`config.mk`:
```
export PLATFORM = sky130hd
export DESIGN_NAME = tx_packet_framer
export DESIGN_NICKNAME = d
export VERILOG_FILES = /design/src/rtl/tx_packet_framer_pkg.sv /design/src/rtl/tx_symbol_counter.sv /design/src/rtl/tx_packet_framer.sv
export SDC_FILE = /design/constraint.sdc
export NUM_CORES = 1
export LEC_CHECK = 0
export ABC_AREA = 1
export CORE_UTILIZATION = 53
export CTS_CLUSTER_SIZE = 30
export DETAILED_ROUTE_END_ITERATION = 6
export GPL_TIMING_DRIVEN = 0
export PLACE_DENSITY = 0.88
export SYNTH_ARGS = -nofsm -noshare
export SYNTH_HDL_FRONTEND = slang
export SYNTH_SLANG_ARGS = --single-unit
```
`constraint.sdc`:
```
create_clock -name clk -period 2.5 [get_ports clk]
set_input_delay 0.75 -clock clk [delete_from_list [all_inputs] [get_ports clk]]
set_output_delay 0.75 -clock clk [all_outputs]
set_load 0.03 [all_outputs]
```
`src/rtl/tx_packet_framer_pkg.sv`:
```
// rtl/tx_packet_framer_pkg.sv - shared state encoding and constants for the transmit packet framer
package tx_packet_framer_pkg;

    typedef enum logic [2:0] {
        ST_IDLE     = 3'd0,
        ST_PREAMBLE = 3'd1,
        ST_SYNC     = 3'd2,
        ST_PAYLOAD  = 3'd3,
        ST_TAIL     = 3'd4
    } tx_state_e;

    localparam int SYNC_LEN = 16;
    localparam logic [SYNC_LEN-1:0] DEFAULT_SYNC_WORD = 16'hD391;

    // One tick holds the last symbol, the next one closes the packet.
    localparam int TAIL_TICKS = 2;

    function automatic int max_int(input int a, input int b);
        return (a > b) ? a : b;
    endfunction

endpackage

```
`src/rtl/tx_symbol_counter.sv`:
```
// rtl/tx_symbol_counter.sv - loadable symbol down-counter with terminal-count flag
module tx_symbol_counter #(
    parameter int WIDTH = 16
) (
    input  logic             clk,
    input  logic             rst,
    input  logic             load,
    input  logic [WIDTH-1:0] load_value,
    input  logic             tick,
    output logic             tc
);

    logic [WIDTH-1:0] cnt_q;
    logic [WIDTH-1:0] cnt_d;

    // Load wins over a coincident tick; the count saturates at zero instead of wrapping.
    always_comb begin
        cnt_d = cnt_q;
        if (load) begin
            cnt_d = load_value;
        end else if (tick && (cnt_q != '0)) begin
            cnt_d = cnt_q - WIDTH'(1);
        end
    end

    always_ff @(posedge clk) begin
        if (rst) begin
            cnt_q <= '0;
        end else begin
            cnt_q <= cnt_d;
        end
    end

    assign tc = (cnt_q == WIDTH'(1));

endmodule

```
`src/rtl/tx_packet_framer.sv`:
```
// rtl/tx_packet_framer.sv - BPSK transmit framer: preamble, optional sync word (TX_SYNC_WORD_EN), payload, tail
module tx_packet_framer
    import tx_packet_framer_pkg::*;
#(
    parameter int                    MAX_WINDOW_WIDTH = 8,
    parameter int                    LEN_WIDTH        = 16,
    parameter logic [SYNC_LEN-1:0]   SYNC_WORD        = DEFAULT_SYNC_WORD
) (
    input  logic                        clk,
    input  logic                        rst,
    input  logic [MAX_WINDOW_WIDTH-1:0] TX_PD_LEN,
    input  logic [LEN_WIDTH-1:0]        TX_PAYLOAD_LEN,
    input  logic                        start,
    input  logic                        symbol_tick,
    input  logic                        data_bit,
    input  logic                        data_valid,
    output logic                        data_ready,
    output logic                        BPSK,
    output logic                        tx_en,
    output logic                        busy,
    output logic                        done,
    output logic                        underrun
);

    localparam int CNT_W = max_int(max_int(LEN_WIDTH, MAX_WINDOW_WIDTH), $clog2(SYNC_LEN + 1));

    tx_state_e              state_q, state_d;
    logic [LEN_WIDTH-1:0]   pl_len_q, pl_len_d;
    logic                   bpsk_q, bpsk_d;
    logic                   tx_en_q, tx_en_d;
    logic                   busy_q, busy_d;
    logic                   done_q, done_d;
    logic                   underrun_q, underrun_d;

    logic                   cnt_load;
    logic [CNT_W-1:0]       cnt_load_val;
    logic                   cnt_tc;
    logic                   phase_end;

    logic [LEN_WIDTH-1:0]   pl_src;
    tx_state_e              after_pre_state;
    tx_state_e              after_sync_state;

    // Payload length comes straight from the input while the start is being accepted.
    assign pl_src           = (state_q == ST_IDLE) ? TX_PAYLOAD_LEN : pl_len_q;
    assign after_sync_state = (pl_src != '0) ? ST_PAYLOAD : ST_TAIL;
    assign phase_end        = symbol_tick && cnt_tc;

`ifdef TX_SYNC_WORD_EN
    logic [SYNC_LEN-1:0] sync_sr_q, sync_sr_d;

    assign after_pre_state = ST_SYNC;

    always_comb begin
        sync_sr_d = sync_sr_q;
        if (cnt_load && (state_d == ST_SYNC)) begin
            sync_sr_d = SYNC_WORD;
        end else if ((state_q == ST_SYNC) && symbol_tick) begin
            sync_sr_d = {sync_sr_q[SYNC_LEN-2:0], 1'b0};
        end
    end

    always_ff @(posedge clk) begin
        if (rst) begin
            sync_sr_q <= '0;
        end else begin
            sync_sr_q <= sync_sr_d;
        end
    end
`else
    logic [SYNC_LEN-1:0] sync_word_unused;

    assign sync_word_unused = SYNC_WORD;
    assign after_pre_state  = after_sync_state;
`endif

    always_comb begin
        state_d    = state_q;
        pl_len_d   = pl_len_q;
        bpsk_d     = bpsk_q;
        tx_en_d    = tx_en_q;
        busy_d     = busy_q;
        done_d     = 1'b0;
        underrun_d = underrun_q;
        cnt_load   = 1'b0;

        unique case (state_q)
            ST_IDLE: begin
                bpsk_d  = 1'b0;
                tx_en_d = 1'b0;
                busy_d  = 1'b0;
                if (start) begin
                    pl_len_d   = TX_PAYLOAD_LEN;
                    underrun_d = 1'b0;
                    busy_d     = 1'b1;
                    cnt_load   = 1'b1;
                    state_d    = (TX_PD_LEN != '0) ? ST_PREAMBLE : after_pre_state;
                end
            end
            ST_PREAMBLE: begin
                if (symbol_tick) begin
                    // Preamble always starts from the idle level 0, so toggling yields 1,0,1,...
                    bpsk_d  = ~bpsk_q;
                    tx_en_d = 1'b1;
                end
                if (phase_end) begin
                    cnt_load = 1'b1;
                    state_d  = after_pre_state;
                end
            end
`ifdef TX_SYNC_WORD_EN
            ST_SYNC: begin
                if (symbol_tick) begin
                    bpsk_d  = sync_sr_q[SYNC_LEN-1];
                    tx_en_d = 1'b1;
                end
                if (phase_end) begin
                    cnt_load = 1'b1;
                    state_d  = after_sync_state;
                end
            end
`endif
            ST_PAYLOAD: begin
                if (symbol_tick) begin
                    bpsk_d  = data_valid & data_bit;
                    tx_en_d = 1'b1;
                    if (!data_valid) begin
                        underrun_d = 1'b1;
                    end
                end
                if (phase_end) begin
                    cnt_load = 1'b1;
                    state_d  = ST_TAIL;
                end
            end
            ST_TAIL: begin
                if (phase_end) begin
                    bpsk_d  = 1'b0;
                    tx_en_d = 1'b0;
                    busy_d  = 1'b0;
                    done_d  = 1'b1;
                    state_d = ST_IDLE;
                end else if (symbol_tick) begin
                    tx_en_d = 1'b1;
                end
            end
            default: begin
                state_d = ST_IDLE;
            end
        endcase
    end

    always_comb begin
        unique case (state_d)
            ST_PREAMBLE: cnt_load_val = CNT_W'(TX_PD_LEN);
            ST_SYNC:     cnt_load_val = CNT_W'(SYNC_LEN);
            ST_PAYLOAD:  cnt_load_val = CNT_W'(pl_src);
            default:     cnt_load_val = CNT_W'(TAIL_TICKS);
        endcase
    end

    tx_symbol_counter #(
        .WIDTH (CNT_W)
    ) u_symbol_counter (
        .clk        (clk),
        .rst        (rst),
        .load       (cnt_load),
        .load_value (cnt_load_val),
        .tick       (symbol_tick),
        .tc         (cnt_tc)
    );

    always_ff @(posedge clk) begin
        if (rst) begin
            state_q    <= ST_IDLE;
            pl_len_q   <= '0;
            bpsk_q     <= 1'b0;
            tx_en_q    <= 1'b0;
            busy_q     <= 1'b0;
            done_q     <= 1'b0;
            underrun_q <= 1'b0;
        end else begin
            state_q    <= state_d;
            pl_len_q   <= pl_len_d;
            bpsk_q     <= bpsk_d;
            tx_en_q    <= tx_en_d;
            busy_q     <= busy_d;
            done_q     <= done_d;
            underrun_q <= underrun_d;
        end
    end

    assign data_ready = (state_q == ST_PAYLOAD) && symbol_tick;
    assign BPSK       = bpsk_q;
    assign tx_en      = tx_en_q;
    assign busy       = busy_q;
    assign done       = done_q;
    assign underrun   = underrun_q;

endmodule

```
==> impl_metrics.tcl, run 1 <==
set metrics [dict create \
    status "finished clean" \
    worst-endpoint-arrival_ns 2.56 \
    antenna_cells 0 \
    final_cell_area_mm2 0.00300 \
    power.density_mw_per_mm2 595 \
    hp-class "reg -> reg" \
    fin_crit_sh_pct 93.0 \
    pwr-share-clk_pct 30.2 \
    ctsResizeCount 9 \
    fin_ws_ns 0.176 \
    power_w 0.00178 \
    setup_violations 0 \
    rows 24 \
    worstSetupPathType "in -> reg" \
    placed_area_mm2 0.00289 \
    die_x_um 70.3 \
    htree_levels 2 \
    period_needed_ns 2.32 \
    worst_path_max_delay_cell "clkdlybuf4s50_1" \
    syn_area_per_cell_um2 6.44 \
    drtAntennaViolNets 0 \
    ys_async_sr_fraction_pct 0 \
    seqPwrFrac_pct 41.5 \
    routed_via_density 5.58 \
    worst-slew-pin-transition_ns 0.565 \
    track_usage_pct 27.4 \
    synthFlopType "dfxtp_1" \
    wl_mm 6.62 \
    slowest_delay_ns 0.45 \
    yosysUniqueCellTypes 33 \
    cap_violations 0 \
    drive_above_1_share_pct 10.1 \
    clkTransAtPathRegs_ns 0.08 \
    rsz0062_at_grt "no" \
    synth_nets 417 \
    firstDrtPassIters 5 \
    cts_tree "done" \
    vdd_drop_max_uv 378 \
    slew_headroom_pct 62.3 \
    cts_buffer_depth 2 \
    cts_root_buf "clkbuf_8" \
    path_cells "clkdlybuf4s50_1 > inv_1 > nor2_4 > inv_2 > nand2_2 > inv_2 > nand2_4 > buf_4 > o21ai_0 > a21oi_2" \
    synth_edf_count 0 \
    core_mm2 0.00441 \
    drc 0 \
    synth_seq_cells 40 \
    p_comb_share_pct 28.3 \
    holdBufCountCts 0 \
    io_pins 36 \
    antenna_found_initial 0 \
    fp.dieH_um 70.3 \
    post_cts_buffers 0 \
    gp_congestion 0.917 \
    cts_buffers 5 \
    syn_inst 384 \
    num_vias 2674 \
    cp.required_ns 2.74 \
    swShare_pct 33.5 \
    grt_pass1_wl_mm 10.8 \
    crit_path_end_kind "register" \
    wl_per_cell_um 13.8 \
    clk_latency_ns 0.30 \
    drt_iter0_drc 186 \
    fin_skew_ns 0.00615 \
    syn_to_final_growth_pct 21.2 \
    initial_core_util_pct 56.0 \
    grt_start_max_net_pins 13 \
    dp_hpwl_mm 4.89 \
    internal_power_w 0.00118 \
    floorplan.die_area_mm2 0.00494 \
    synth_seq_area_share_pct 32.4 \
    fmax_mhz 430 \
    p_leak_nw 1.25 \
    crit_fanout 10 \
    post-place-ws_ns -0.610 \
    ys_warn_count 0 \
    cts.sinks 40 \
    crit_path_frequent_cell "inv_2" \
    slew_violations 0 \
    final-hold-violation-count 0 \
    syn-cell-area_mm2 0.00247 \
    overflow 0 \
    cp-start-kind "input port" \
    final_nets 459 \
    p_switching_w 0.000598 \
    first_global_vias 2442 \
    io_buffers 35 \
    finish.utilization_pct 67.9 \
]
## cell families after synthesis
logic type	after synthesis	share of synthesized area, %
buf+inv	50	9.01
xor+xnor	5	1.77
flops	40	32.4
simple gates	196	35.1
compound gates	90	20.2
fa+ha+maj	3	1.52
## layout make-up
type | instances | area [um^2]
clock inverters | 2 | 35.0
repair buffers | 35 | 347
inverters | 35 | 136
plain buffers | 15 | 86.3
multi-input cells | 294 | 1450
fillers | 403 | 1420
clock buffers | 6 | 72.6
well taps | 52 | 65.1
flip-flops and latches | 40 | 801
## worst paths after layout
kind,from,endpoint,slack (ns),cells after the start
worst max-delay path,start,u_symbol_counter.cnt_q[0],0.18,10
worst min-delay path,tx_en,tx_en,0.46,2
worst max register to register,u_symbol_counter.cnt_q[4],u_symbol_counter.cnt_q[0],0.26,14
worst min register to register,tx_en,tx_en,0.46,2
## synthesized netlist by cell type (6+ instances only)
master	n	share of area, %
nand2_1	110	17
a21oi_2	7	2.5
inv_1	29	4.4
nor3_1	6	1.2
o21ai_1	9	1.8
clkbuf_1	7	1.1
nand3_1	37	7.5
o21ai_0	37	7.5
a21oi_1	27	5.5
a31oi_1	6	1.5
nor2_1	25	3.8
dfxtp_1	40	32
## power groups by stage
| stage | combinational [W] | clock [W] | sequential [W] |
|---|---|---|---|
| 2_1_floorplan | 0.000346 | 0 | 0.000750 |
| 3_3_place_gp | 0.000482 | 0 | 0.000749 |
| 3_5_place_dp | 0.000492 | 0 | 0.000752 |
| 4_1_cts | 0.000498 | 0.000533 | 0.000738 |
| 5_1_grt | 0.000560 | 0.000568 | 0.000746 |
| 6_report | 0.000505 | 0.000537 | 0.000740 |
## sequential cells by signal, indices dropped and copies added, names as in the netlist
signal and count:
pl_len_q 16, state_q 3, tx_en 1, busy 1, done 1, underrun 1, u_symbol_counter.cnt_q 16, BPSK 1
## critical path: cells and delay by family
| family | cells | cell delay, ns |
|---|---|---|
| simple gates | 3 | 0.59 |
| compound gates | 2 | 0.24 |
| buf+inv | 5 | 0.98 |
## layer usage
layer	GRT usage, %	part of all wire [%]
met4	10.7	1.8
met3	4.47	5.8
met1	35.3	45
met5	0	0
met2	45.5	47
## metrics by stage
step / instances / hold WS [ns] / TNS (ns)
3_3_place_gp: 471 / 0.447 / -3.54
3_5_place_dp: 471 / 0.452 / -3.87
4_1_cts: 479 / 0.464 / 0
6_report: 479 / 0.458 / 0
5_1_grt: 479 / 0.477 / 0
2_1_floorplan: 384 / 0.441 / 0
## placed cells by master (no fill, tap or decap), drive strengths merged
cell type	synthesis	layout
nand3	37	37
nor2	29	29
o31ai	1	1
nand2	116	116
clkdlybuf4s50	0	33
ha	3	3
o22ai	1	1
o21ai	46	46
a21oi	34	34
clkinv	1	2
xnor2	1	1
nor3	8	8
a211oi	1	1
inv	34	34
xor2	4	4
or2	1	1
clkbuf	7	13
buf	8	9
nor4	2	2
nand4	3	3
a31oi	6	6
dfxtp	40	40
a221oi	1	1
dlygate4sd2	0	1
bufinv	0	1
Note: power is estimated with default switching activity, not from simulation.
==> run 2, diff against run 1 <==
- CORE_ASPECT_RATIO: default -> 2
- CORE_UTILIZATION: 53 -> 30
- PLACE_DENSITY: 0.88 -> 0.59
==> run 2 against run 1 <==
  * Sequential power hardly changed
  * Worst hold slack better by 0.0022 ns
  * Fmax up 0.50%
  * Clock power rose by 38%
  * Register-to-register slack improved by 0.02 ns
  * Largest power group unchanged
==> impl_metrics.tcl, run 2 (synthesis results as in run 1) <==
set metrics [dict create \
    status "finished clean" \
    path_cells "clkdlybuf4s50_1 > inv_1 > nor2_4 > nand3_1 > nand2_1 > nand2_2 > nand2_4 > buf_6 > nand2_1 > o21ai_1 > nand2_1 > a21oi_2" \
    cap_violations 0 \
    grt_pass1_wl_mm 12.4 \
    htree_levels 2 \
    final_nets 461 \
    hold_depth 2 \
    core_mm2 0.00794 \
    rsz0062_at_grt "no" \
    fin_ws_ns 0.187 \
    cts_root_buf "clkbuf_16" \
    num_vias 2644 \
    worst_path_max_delay_cell "clkdlybuf4s50_1" \
    vdd_drop_max_uv 372 \
    fmax_mhz 432 \
    overflow 0 \
    cts.sinks 40 \
    cp.depth 12 \
    dp_hpwl_mm 6.03 \
    crit_family "simple AND/OR/NAND/NOR gates" \
    p_switching_w 0.000636 \
    swShare_pct 31.8 \
    routed_via_density 5.04 \
    fin_skew_ns 0.00451 \
    p_leak_nw 1.29 \
    firstDrtPassIters 4 \
    cp-start-kind "input port" \
    crit_path_frequent_cell "nand2_1" \
    initial_core_util_pct 31.1 \
    wl_per_cell_um 14.4 \
    hold_ws_ns 0.460 \
    finalSetupTns_ns 0 \
    wl_mm 7.56 \
    setup_violations 0 \
    r2r_cells 9 \
    drtAntennaViolNets 0 \
    seqPwrFrac_pct 37.1 \
    crit_buf_inv 3 \
    io_pins 36 \
    drt_iter0_drc 102 \
    pwr-share-clk_pct 37.0 \
    slowest_delay_ns 0.45 \
    clkTransAtPathRegs_ns 0.06 \
    die_x_um 66.2 \
    worst-endpoint-arrival_ns 2.54 \
    floorplan.die_area_mm2 0.00863 \
    slew_headroom_pct 60.6 \
    worstSetupPathType "in -> reg" \
    hp-class "reg -> reg" \
    gp_congestion 0.849 \
    holdBufCountCts 0 \
    fin_crit_sh_pct 92.5 \
    fp.dieH_um 130 \
    cts_tree "done" \
    slew_violations 0 \
    antenna_found_initial 0 \
    final_common_cell "nand2_1" \
    worst-slew-pin-transition_ns 0.585 \
    final_cell_mix "nand2_1 (110), dfxtp_1 (40), nand3_1 (37), o21ai_0 (37), clkdlybuf4s50_1 (33)" \
    internal_power_w 0.00136 \
    power.density_mw_per_mm2 639 \
    stdcell_count 525 \
    cts_buffer_depth 2 \
    grt_start_max_net_pins 13 \
    p_comb_share_pct 26.0 \
    top_regs "pl_len_q: 16 flops, u_symbol_counter.cnt_q: 16 flops, state_q: 3 flops" \
    dp_cells 515 \
    period_needed_ns 2.31 \
    crit_fanout 10 \
    drc 0 \
    post-place-ws_ns -0.610 \
    syn_to_final_growth_pct 26.6 \
    final-hold-violation-count 0 \
    finish.utilization_pct 39.4 \
    rows 46 \
    track_usage_pct 19.2 \
    antenna_cells 0 \
    first_global_vias 2658 \
    io_buffers 35 \
    cp.required_ns 2.73 \
    crit_path_end_kind "register" \
    cts_buffers 5 \
    clk_latency_ns 0.29 \
    drive_above_1_share_pct 10.7 \
]
run 2: cell types whose count changed in the layout (fill, tap and decap cells not counted), sizes merged:
cell | before | now
buf | 9 | 11
run 2: metrics by stage:
| step | instance area, um^2 | total power [W] |
|---|---|---|
| 4_1_cts | 3110 | 0.00200 |
| 3_5_place_dp | 2940 | 0.00126 |
| 3_3_place_gp | 2940 | 0.00126 |
| 5_1_grt | 3130 | 0.00211 |
| 6_report | 3130 | 0.00200 |
| 2_1_floorplan | 2470 | 0.00110 |
run 2: routing by layer:
metal | track usage (%) | part of all wire [%] | up-vias | routed length (um)
met1 | 17.9 | 36 | 1193 | 2710
li1 | - | - | 1364 | -
met5 | 0 | 0 | - | 0
met3 | 2.86 | 2.9 | 23 | 218
met4 | 12.5 | 5.3 | 0 | 401
met2 | 37.0 | 56 | 64 | 4230
run 2: area by class of cell:
cell class,count,area (um^2)
Fill cell,873,4810
Multi-Input combinational cell,294,1460
Sequential cell,40,801
Timing Repair Buffer,37,362
Inverter,35,136
Clock buffer,6,129
Tap cell,96,120
Buffer,15,87.6
Clock inverter,2,35.0
run 2: worst reg2reg max path, stage by stage (launching register included):
cell	delay, ns
dfxtp_1	0.34
inv_1	0.11
ha_1	0.21
nand2_1	0.11
nor4_1	0.47
nand3_1	0.28
nor3_1	0.26
xor2_1	0.09
o21ai_0	0.16
a21oi_1	0.08
run 2: worst paths after layout:
path | to | slack [ns] | start
worst min-delay path | pl_len_q[14] | 0.46 | pl_len_q[14]
worst max-delay path | u_symbol_counter.cnt_q[7] | 0.19 | start
worst min register to register | pl_len_q[14] | 0.46 | pl_len_q[14]
worst max register to register | u_symbol_counter.cnt_q[14] | 0.28 | u_symbol_counter.cnt_q[0]
run 2: power groups by stage:
stage,combinational [W],clock [W],sequential (W)
global route,0.000586,0.000779,0.000749
CTS,0.000513,0.000753,0.000739
global placement,0.000505,0,0.000753
finish,0.000519,0.000739,0.000741
floorplan,0.000346,0,0.000750
detailed placement,0.000510,0,0.000753
run 2: what timing repair did:
item	in CTS	in global routing
setup buffers	0	2
endpoints found under the setup margin	2	11
pin swaps	0	1
gates resized for setup	9	3
==> RTL change 1: new RTL, config.mk and constraints of run 1 <==
Re-encode `tx_state_e` (5 states) as Gray code, 3 bits wide.
--- a/src/rtl/tx_packet_framer_pkg.sv
+++ b/src/rtl/tx_packet_framer_pkg.sv
@@ -2,11 +2,11 @@
 package tx_packet_framer_pkg;
 
     typedef enum logic [2:0] {
-        ST_IDLE     = 3'd0,
-        ST_PREAMBLE = 3'd1,
-        ST_SYNC     = 3'd2,
-        ST_PAYLOAD  = 3'd3,
-        ST_TAIL     = 3'd4
+        ST_IDLE     = 3'b000,
+        ST_PREAMBLE = 3'b001,
+        ST_SYNC     = 3'b011,
+        ST_PAYLOAD  = 3'b010,
+        ST_TAIL     = 3'b110
     } tx_state_e;
 
     localparam int SYNC_LEN = 16;
Check against the original RTL: no difference found for any inputs over 10 cycles, from zero or initial values and one cycle with rst high; not proved beyond that.
==> RTL change 1 against run 1 <==
- setup slack lost 0.17 ns
- global-route usage grew 0.74 points
- via count is essentially flat
- wire length shrank 2.2%
- critical path depth shrank 6
- total power grew 4.5%
- design area grew 1.1%
- clock power grew 8.4%
- first-iteration DRC count grew 19%
- register-to-register slack gained 0.02 ns
- area after synthesis is essentially flat
- sequential power grew 0.7%
- utilization grew 0.74 points
- largest power group unchanged
- sequential cell count is the same
==> RTL change 1: results <==
[run_status]
status = "complete, no violations"

[place]
place_inst = 477
pre_cts_ws_ns = -0.6242
place_hpwl_um = 4864
place_congestion = 0.9640

[yosys]
synth_area_leaders = "dfxtp_1 32%, nand2_1 18%, a21oi_1 9.7%"
syn_nets = 423
synthCells = 390
yosysUniqueCellTypes = 32
yosysSeqAreaShare_pct = 32.41

[sta]
clock_skew_ns = 0.009739
slew_headroom_pct = 68.20

[layout]
fillers = 394
layout.nets = 465
drive_above_1_share_pct = 9.469

[clock_network]
clkSlewWorstSetupHoldPaths_ns = 0.07

[pwr]
power.leakage_uw = 0.001333
peakVddDrop_v = 0.0003561

[grt]
grt_first_pass_wirelength_um = 11230
track_usage_pct = 28.15
grt_pass1_vias = 2625
grt_max_degree = 13

[drt]
num_vias = 2676
viasPerCell = 5.518
drt_iter0_markers = 221
drt_wl_total_um = 6474

[setup_path]
cp_max_fo = 3
-- RTL change 1: cell types whose count changed after synthesis, sizes merged, moves of 2 or more --
cell   before  now
a21oi      34   51
a31oi       6    4
inv        34   36
nand2     116  121
nand3      37   26
nand4       3    5
nor2       29   43
nor4        2    0
o21ai      46   27
xor2        4    6
-- RTL change 1: cell families (layout without fill, tap and decap cells) --
family | after synthesis | after routing | synth area share, %
fa+ha+maj | 3 | 3 | 1.519
flops | 40 | 40 | 32.41
compound gates | 84 | 84 | 18.23
buf+inv | 52 | 95 | 9.265
simple gates | 203 | 203 | 35.75
xor+xnor | 8 | 8 | 2.836
-- RTL change 1: area by class of cell --
class                           count  area, um2  area share, %
Clock inverter                      1      30.03         0.9913
Multi-Input combinational cell    298       1451          47.91
Buffer                             15      93.84          3.098
Sequential cell                    40      800.8          26.44
Timing Repair Buffer               35      347.8          11.48
Clock buffer                        7      96.34          3.180
Inverter                           37      143.9          4.750
Tap cell                           52      65.06          2.148
-- RTL change 1: path summary, 6_finish.rpt --
kind | slack (ns) | end | cells past startpoint | from
worst max register to register | 0.28 | u_symbol_counter.cnt_q[2] | 16 | state_q[2]
worst max-delay path | 0.01 | data_ready | 4 | symbol_tick
worst min register to register | 0.46 | pl_len_q[10] | 2 | pl_len_q[10]
worst min-delay path | 0.46 | pl_len_q[10] | 2 | pl_len_q[10]
-- RTL change 1: worst max-delay path, cell delays in order --
cell and delay, ns:
clkdlybuf4s50_1 0.50, inv_1 0.10, nor3_2 0.18, buf_4 0.20
-- RTL change 1: routing by layer --
| metal | share of wire [%] | wire [um] | GRT usage, % | vias up |
|---|---|---|---|---|
| li1 | - | - | - | 1350 |
| met1 | 43 | 2811 | 34.11 | 1220 |
| met2 | 50 | 3218 | 48.68 | 86 |
| met3 | 4.5 | 290 | 5.483 | 20 |
| met4 | 2.4 | 153 | 10.89 | 0 |
| met5 | 0 | 0 | 0 | - |
-- RTL change 1: per-stage QoR --
stage                     instance area [um2]  total power (uW)
after floorplan                          2471              1125
after global placement                   2887              1258
after detailed placement                 2887              1276
after CTS                                3015              1855
after global routing                     3029              1968
final                                    3029              1862
-- RTL change 1: what timing repair did --
action,CTS,global route
setup endpoints to repair,1,17
hold buffers,0,0
pin swaps,1,2
resized for setup,8,8
-- RTL change 1: power by group --
| part | switching [uW] | internal (uW) |
|---|---|---|
| clock network | 230 | 352 |
| registers | 50.5 | 695 |
| logic | 324 | 210 |
==> RTL change 2: new RTL, flow settings as in run 1 <==
Made on the original files. Change the parameter `MAX_WINDOW_WIDTH` from 8 to 6.
--- a/src/rtl/tx_packet_framer.sv
+++ b/src/rtl/tx_packet_framer.sv
@@ -2,7 +2,7 @@
 module tx_packet_framer
     import tx_packet_framer_pkg::*;
 #(
-    parameter int                    MAX_WINDOW_WIDTH = 8,
+    parameter int                    MAX_WINDOW_WIDTH = 6,
     parameter int                    LEN_WIDTH        = 16,
     parameter logic [SYNC_LEN-1:0]   SYNC_WORD        = DEFAULT_SYNC_WORD
 ) (
Interface: changed (resized TX_PD_LEN); port bits go from 36 to 34. The function was not compared with the original's and may differ.
==> RTL change 2 against run 1 <==
- combinational power fell by 1%
- final cell count fell by 0.42%
- setup slack got worse by 0.026 ns
- area after synthesis fell by 2.2%
- wire length fell by 2.8%
- sequential power barely moved
- sequential cell count did not move
- design area fell by 2.8%
- total power fell by 4.8%
- largest cell class unchanged
- highest routed layer unchanged
==> RTL change 2: results <==
[grt]
met1_usage_pct = 37.27
grt_max_degree = 12
met2_usage_pct = 44.88
grt.met3_usage_pct = 3.924
grt_pass1_vias = 2360
grt_first_pass_wirelength_um = 10700

[sta]
min_period_over_period_pct = 94.04
clock_skew_ns = 0.003697
tightest_slew_ns = 0.5139
hold_ws_ns = 0.4488

[setup_path]
r2r_cells = 16
r2r_end = "u_symbol_counter.cnt_q[3]"
endpoint = "u_symbol_counter.cnt_q[5]"
cp.arrival_ns = 2.59
r2r-start = "state_q[0]"

[place]
place_hpwl_um = 4850
place_congestion = 0.8915
pre_cts_ws_ns = -0.6763
port_buffers = 33

[layout]
layout.nets = 455
drive_above_1_share_pct = 7.765
fillers = 379

[yosys]
synth_compound_area_share_pct = 19.77
synth.cells.most_frequent = "106 x nand2_1, 40 x dfxtp_1, 38 x a21oi_1"
synth_area_leaders = "dfxtp_1 33%, nand2_1 16%, a21oi_1 7.9%"
yosysSeqAreaShare_pct = 33.13
synthAdderAreaFrac_pct = 1.553
synth_xor_area_share_pct = 1.812
syn_nets = 415

[pwr]
peakVddDrop_v = 0.0003651

[drt]
viasPerCell = 5.723
drt_iter0_markers = 299

[run_status]
status = "complete, no violations"
## RTL change 2: changes by cell type after synthesis, sizes merged, moves of 2 or more
| cell | delta |
|---|---|
| a21oi | +8 |
| a31oi | +2 |
| nand2 | -5 |
| nand3 | -4 |
| nor2 | +11 |
| o21ai | -12 |
## RTL change 2: power by group
group	switching (uW)	leakage, uW	internal, uW
Combinational	311	0.000824	189
Sequential	46.3	0.000329	693
Clock	232	0.0000455	225
Total	589	0.00120	1110
## RTL change 2: layer usage
layer,wire length (um),vias up,share of wire [%]
met1,2685,1211,42
li1,-,1344,-
met2,3053,160,47
met4,125,0,1.9
met3,568,15,8.8
met5,0,-,0
## RTL change 2: cells by family after synthesis
kind of cell | Yosys count
flip-flops | 40
AO/OA/AOI/OAI | 88
adder cells (fa/ha/maj) | 3
buffers and inverters | 51
AND/OR/NAND/NOR | 197
XOR/XNOR | 5
## RTL change 2: stage by stage
step	setup TNS (ns)	std cells
after global routing	0	477
after floorplan	0	384
final	0	477
after global placement	-3.369	469
after detailed placement	-4.375	469
after CTS	0	477
## RTL change 2: final cells by class
type	count	area (um2)	area share, %
tap	52	65.06	2.234
multi-input combinational	293	1423	48.84
sequential	40	800.8	27.49
inverter	36	136.4	4.682
clock buffer	8	90.09	3.093
buffer	15	71.32	2.448
timing repair buffer	33	326.6	11.21
## RTL change 2: timing repair
item,in CTS,in global routing
endpoints found under the setup margin,5,10
gates resized for setup,9,3
gates cloned,0,0
## RTL change 2: worst min path at each step
stage,depth (start not counted),endpoint,startpoint
2_1_floorplan,2,pl_len_q[10],pl_len_q[10]
3_3_place_gp,2,tx_en,tx_en
3_5_place_dp,2,tx_en,tx_en
4_1_cts,2,tx_en,tx_en
5_1_grt,2,tx_en,tx_en
6_report,2,tx_en,tx_en
